File: config.mk
export PLATFORM = sky130hd
export DESIGN_NAME = uart_receiver
export DESIGN_NICKNAME = d
export VERILOG_FILES = /design/src/rtl/uart_receiver.sv
export SDC_FILE = /design/constraint.sdc
export NUM_CORES = 1
export LEC_CHECK = 0
export BUFFER_PORTS_ARGS = -buffer_cell sky130_fd_sc_hd__buf_2
export CORE_MARGIN = 2
export CORE_UTILIZATION = 28
export CTS_CLUSTER_DIAMETER = 150
export CTS_CLUSTER_SIZE = 12
export DETAILED_ROUTE_END_ITERATION = 10
export MAX_ROUTING_LAYER = met4
export PLACE_DENSITY = 0.5
export SETUP_SLACK_MARGIN = 0.2
export SYNTH_ARGS = -nofsm -noshare
export SYNTH_HDL_FRONTEND = slang
export SYNTH_SLANG_ARGS = --single-unit
File: constraint.sdc
create_clock -name clk -period 4.28 [get_ports clk]
set_clock_uncertainty 0.05 [all_clocks]
set_input_delay 0.642 -clock clk [delete_from_list [all_inputs] [get_ports clk]]
set_output_delay 0.642 -clock clk [all_outputs]
set_load 0.02 [all_outputs]
File: src/rtl/uart_receiver.sv
// uart_receiver: 8N1 UART receiver with mid-bit sampling and a 1-cycle rx_done strobe.
// Optional frame_err output when UART_RX_FRAME_ERR_EN is defined.
module uart_receiver #(
  parameter int CLK_FREQ     = 100_000_000,
  parameter int BAUD         = 9600,
  parameter int CLKS_PER_BIT = (CLK_FREQ + BAUD / 2) / BAUD
) (
  input  logic       clk,
  input  logic       rst,
  input  logic       rx,
  output logic [7:0] data_out,
  output logic       rx_done
`ifdef UART_RX_FRAME_ERR_EN
  ,output logic      frame_err
`endif
);
  localparam int HALF = (CLKS_PER_BIT - 1) / 2;
  localparam int CW   = $clog2(CLKS_PER_BIT);
  typedef enum logic [1:0] {IDLE, START, DATA, STOP} state_t;
  state_t        state, state_n;
  logic [1:0]    sync;
  logic [CW-1:0] cnt, cnt_n;
  logic [2:0]    idx, idx_n;
  logic [7:0]    shift, shift_n;
  logic          done_n;
  logic          rx_s, last;
  assign rx_s = sync[1];
  assign last = cnt == CW'(CLKS_PER_BIT - 1);
  always_comb begin
    state_n = state;
    cnt_n   = cnt + 1'b1;
    idx_n   = idx;
    shift_n = shift;
    done_n  = 1'b0;
    case (state)
      IDLE: begin
        cnt_n   = '0;
        idx_n   = '0;
        state_n = rx_s ? IDLE : START;
      end
      START: if (cnt == CW'(HALF)) begin
        cnt_n   = '0;
        idx_n   = '0;
        state_n = rx_s ? IDLE : DATA;
      end
      DATA: if (last) begin
        cnt_n        = '0;
        shift_n[idx] = rx_s;
        idx_n        = (idx == 3'd7) ? idx : idx + 3'd1;
        state_n      = (idx == 3'd7) ? STOP : DATA;
      end
      STOP: if (last) begin
        cnt_n   = '0;
        done_n  = rx_s;
        state_n = IDLE;
      end
      default: state_n = IDLE;
    endcase
  end
  always_ff @(posedge clk) begin
    if (rst) begin
      sync     <= 2'b11;
      state    <= IDLE;
      cnt      <= '0;
      idx      <= '0;
      shift    <= '0;
      data_out <= 8'h00;
      rx_done  <= 1'b0;
    end else begin
      sync     <= {sync[0], rx};
      state    <= state_n;
      cnt      <= cnt_n;
      idx      <= idx_n;
      shift    <= shift_n;
      rx_done  <= done_n;
      if (done_n) data_out <= shift_n;
    end
  end
`ifdef UART_RX_FRAME_ERR_EN
  always_ff @(posedge clk)
    frame_err <= rst ? 1'b0 : (state == STOP && last && !rx_s);
`endif
endmodule

# Word-level counts from Yosys, hierarchy flattened
# Index checks and enable logic that the tools add are counted.
classes:
  n_addsub: 2
  n_mul: 0
  div: 0
  magnitude_cmp: 2
  eq_ne: 10
  n_shift: 0
  mux: 21
  bitwise: 0
  n_reduce_logical: 6
ops:
  columns: ["operator", "n"]
  rows:
  - ["case mux 14 bit (3 select lines)", 1]
  - ["2-to-1 mux 14 bit", 2]
  - ["2-to-1 mux 8 bit", 2]
  - ["adder 14 x 1 -> 14 bit, second input constant", 1]
  - ["equality test 14 x 13 -> 1 bit, second input constant", 1]
  - ["equality test 14 bit, second input constant", 1]
  - ["2-to-1 mux 3 bit", 3]
  - ["case mux 3 bit (3 select lines)", 1]
  - ["bitwise mux 8 bit", 1]
  - ["2-to-1 mux 2 bit", 4]
  - ["inequality test 2 bit, second input constant", 4]
  - ["case mux 2 bit (4 select lines)", 1]
  - ["2-to-1 mux 1 bit", 5]
  - ["equality test 2 bit, second input constant", 2]
  - ["< comparator 3 x 4 -> 1 bit, second input constant", 1]
  - ["AND reduction 4 bit", 1]
  - ["adder 3 x 1 -> 3 bit, second input constant", 1]
  - ["demux 1 bit (select 3 bit)", 1]
  - ["equality test 3 bit, second input constant", 1]
  - ["greater-or-equal comparator 3 x 1 -> 1 bit, second input constant", 1]
  - ["AND reduction 3 bit", 1]
  - ["nonzero test 3 bit", 1]
  - ["equality test 2 x 1 -> 1 bit, second input constant", 1]
  - ["zero test 2 bit", 1]
  - ["2 further kinds", 2]
word_totals:
  ff_bits: 38
  latch_bits: 0
  ramBits: 0
  romBits: 0
  output_inout_bits: 9
  elab_cells: 48
  n_memories: 0

# Depth between registers and ports, before layout
logic_depth:
  depth_word: 7
  depth_mapped: 8
  depth_no_buf: 7

# Worst setup path after synthesis
# Ideal clock, no wire load.
synth_timing:
  kind: "reg2reg"
  start: "reg cnt[0]"
  end: "reg data_out[3]"
  t_arrival_ns: 1.968
  slack_ns: 2.135
  path_stages_with_launch: 8
  path_buffers: 0
  path_cell_list: "dfxtp_1 > inv_1 > ha_1 > or4b_4 > nor4_4 > nand4_2 > mux2i_1 > nor2_1"
synth_via:
  elab_chain_cells: 3
  word_cells_on_any_way: 5
  cone_classes: "eq/ne (1); mux (4)"
synth_lines:
  columns: ["element", "line_no", "rtl"]
  rows:
  - ["from (decl)", "22", "logic [CW-1:0] cnt, cnt_n;"]
  - ["from (signal assigned)", "72", "cnt <= cnt_n;"]
  - ["equality test 14 bit (*)", "28", "assign last = cnt == CW'(CLKS_PER_BIT - 1);"]
  - ["2-to-1 mux 8 bit or 2-to-1 mux 1 bit (tied branches)", "46, 52", null]
  - ["2-to-1 mux 8 bit or 2-to-1 mux 1 bit (tied branches)", "35", "case (state)"]
  - ["to (signal assigned)", "76", "if (done_n) data_out <= shift_n;"]
  - ["to (decl)", "11", "output logic [7:0] data_out,"]
# Mark *: on every way between the ends. The rest lies on a longest branch, timed or not.
# A chain may end at the register's enable or synchronous reset.

# Worst setup path in the final report
layout_timing:
  start: "reg cnt[0]"
  end: "reg data_out[5]"
# The elaborated chain is that of the path after synthesis.

==> results.py <==
metrics = {
    "clock_network": {
        "cts_max_path_buffers": 2,
        "clock_sink_count": 38,
        "cts.repair.resized": 0,
        "cts_setup_buffers": 0,
        "insertion_delay_ns": 0.29,
        "worst_setup_hold_path_clk_slew_ns": 0.07,
        "clk_root_buffer_cell": "clkbuf_8",
        "cts_inserted_buffers": 5,
        "tritoncts_clock_tree": "yes",
        "holdBufCountCts": 0,
        "htree_levels": 2,
    },
    "worst_setup_path": {
        "reg_to_reg_setup_timing_slack_ns": 1.60,
        "cp.arrival_ns": 2.79,
        "worstReg2RegStart": "cnt[0]",
        "critical_path.n_buffers_inverters": 1,
        "timing.critical_path.from_type": "flop",
        "critPathKind": "flop to flop",
        "r2r.worst_path.cells": 7,
        "path_cells": "inv_1 > ha_1 > or4b_4 > nor4_4 > nand4_2 > mux2i_1 > nor2_1",
        "cp_top_family": "simple AND/OR/NAND/NOR gates",
        "worst-endpoint-required_ns": 4.39,
        "crit_slowest_cell": "nor4_4",
        "cp_max_fo": 17,
        "worst_setup_path_end_kind": "flop",
        "timing.critical_path.slowest_cell_delay_ns": 0.75,
        "crit-reg2reg-capture": "data_out[5]",
    },
    "floorplanning": {
        "num_io_pins": 12,
        "area_of_the_die_um2": 6620,
        "chipWidth_um": 81.4,
        "rows": 28,
        "core-area_um2": 5850,
        "initial_utilization": 0.286,
        "vert_die_dim_um": 81.4,
    },
    "route": {
        "totalWireLength_um": 2970,
        "dr_total_vias": 1194,
        "drc_errors": 0,
        "detail_route.iter0.violations": 70,
        "detail-route-antenna-nets": 0,
        "first_pass_iters": 4,
        "drt-vias-per-instance": 4.51,
        "drt-wirelength-per-cell_um": 11.2,
    },
    "global_route": {
        "track_usage": 0.105,
        "busiest_layer": "met2",
        "gr-usage-met1": 0.128,
        "first_pass_grt_wire_length_um": 5210,
        "grtUsageMet3": 0.0333,
        "antenna_violations_before_repair": 0,
        "grt_pass1_vias": 1132,
        "grt_max_degree": 25,
        "globalRoute.totalOverflow": 0,
        "gr-usage-met2": 0.160,
    },
    "run": {
        "max-cap-violations": 0,
    },
    "placed_design": {
        "gpl.final_weighted_congestion": 0.679,
        "io_buffer_count": 11,
        "numPlacedInstances": 257,
        "detailed_place_hpwl_um": 2010,
        "placed_cell_area_um2": 1790,
    },
    "hold_path": {
        "hold-path-endpoint": "sync[1]",
        "hold_start": "sync[0]",
        "min_path_type": "flop to flop",
        "min_delay_path_depth": 1,
    },
    "finish": {
        "postLayoutCoreUtil": 0.321,
        "syn2layout_area_growth_pct": 12.2,
        "layout-drive-gt1-share": 0.137,
        "multi_input_comb_area_um2": 865,
        "register_area_um2": 761,
        "nFillCells": 617,
        "fin_nets": 196,
        "final_cell_mix": "38 x nor2_1, 38 x dfxtp_1, 15 x mux2i_1, 11 x nand3_1, 11 x buf_2",
        "post-route-cell-area_um2": 1880,
        "count_of_placed_standard_cells_in_the_final_layout_fillers_left_out": 265,
        "num_antenna_cells": 0,
    },
    "logic_synthesis": {
        "ys_seq_area_frac": 0.454,
        "synth-async-reset-ratio": 0,
        "synth_edf_count": 0,
        "mappedNetlistArea_um2": 1680,
        "ys_seq_elements": 38,
        "count_of_cell_types_in_the_netlist": 38,
        "avgSynthCellArea_um2": 9.36,
        "synth_warnings": 0,
        "synth-main-ff-cell": "dfxtp_1",
        "number_of_instances_in_the_synthesized_netlist": 179,
        "syn_nets": 186,
    },
    "sta": {
        "report.final.slew_viol_count": 0,
        "rsz0062_at_grt": "no",
        "setup_tns_ns": 0,
        "final_hold_viol_count": 0,
        "final.period_utilization": 0.626,
        "setup_viol": 0,
        "max_slew.worst_pin.slew_ns": 0.802,
        "timing.fmax_mhz": 373,
        "min_period_ns": 2.68,
        "slew_headroom": 0.462,
    },
    "pwr": {
        "vdd.ir_drop.worst_mv": 0.196,
        "leakage_power_summed_over_all_cells_nw": 0.809,
        "power_per_cell_area_nw_per_um2": 330,
    },
    "status": {
        "run_status": "complete, no violations",
    },
}
cell type report:
cell class / count / area share
Timing Repair Buffer: 11 / 0.0293
Sequential cell: 38 / 0.405
Multi-Input combinational cell: 129 / 0.460
Inverter: 4 / 0.00798
Clock buffer: 7 / 0.0459
Clock inverter: 1 / 0.00266
Tap cell: 75 / 0.0499
power breakdown:
part / switching (mW) / internal [mW] / leakage [nW]
logic: 0.00651 / 0.00351 / 0.455
clock network: 0.122 / 0.130 / 0.0482
registers: 0.00353 / 0.355 / 0.307
worst max path at each step:
stage                     startpoint          end  slack [ns]  cells past startpoint
after floorplan               cnt[0]  data_out[3]        2.13                      7
after global placement        cnt[0]  data_out[2]        1.60                      7
after detailed placement      cnt[0]  data_out[0]        1.55                      7
after CTS                     cnt[0]  data_out[5]        1.54                      7
after global routing          cnt[0]  data_out[0]        1.27                      7
final                         cnt[0]  data_out[5]        1.60                      7
per-layer routing:
metal / share of wire / vias up / wire, µm
met5: 0 / - / 0
met4: 0.014 / 0 / 42
met3: 0.044 / 7 / 131
met2: 0.44 / 19 / 1310
met1: 0.50 / 531 / 1490
li1: - / 637 / -
through the flow:
stage	hold WS (ns)	setup WS, ns	power (mW)
floorplan	0.339	2.13	0.374
global placement	0.347	1.60	0.377
detailed placement	0.353	1.55	0.377
CTS	0.383	1.54	0.632
global route	0.413	1.27	0.653
finish	0.371	1.60	0.621
cell usage after synthesis, types with 3 or more instances:
cell type  number  area (µm²)
and3_1          3        18.8
inv_1           4        15.0
ha_1            4        50.1
nand3_1        11        55.1
a21oi_1         3        15.0
mux2i_1        15         150
xor2_1         10        87.6
nor2_1         38         143
nand3b_1        3        22.5
nand4_1         4        25.0
clkbuf_1        6        22.5
nand2_1         8        30.0
dfxtp_1        38         761
worst register-to-register path: cells and delay by family, from the launching register on:
family / cells / cell delay, ns
adder cells (fa/ha/maj): 1 / 0.12
buffers and inverters: 1 / 0.06
flip-flops: 1 / 0.34
multiplexers: 1 / 0.27
AND/OR/NAND/NOR: 4 / 1.71
kinds of logic after synthesis:
| kind of cell | Yosys count | share of synthesized area |
|---|---|---|
| and+or+nand+nor | 87 | 0.287 |
| buffers and inverters | 12 | 0.0299 |
| AOI/OAI and AO/OA | 11 | 0.0470 |
| DFF | 38 | 0.454 |
| muxes | 15 | 0.0896 |
| xor gates and xnor gates | 12 | 0.0627 |
| adders and majority gates | 4 | 0.0299 |
sequential cells by signal, indices dropped and copies added, names as in the netlist, named ones only:
| signal | cells |
|---|---|
| cnt | 14 |
| data_out | 8 |
| idx | 3 |
| rx_done | 1 |
| shift | 8 |
| state | 1 |
| sync | 2 |
Power figures use the tool's default switching activity.
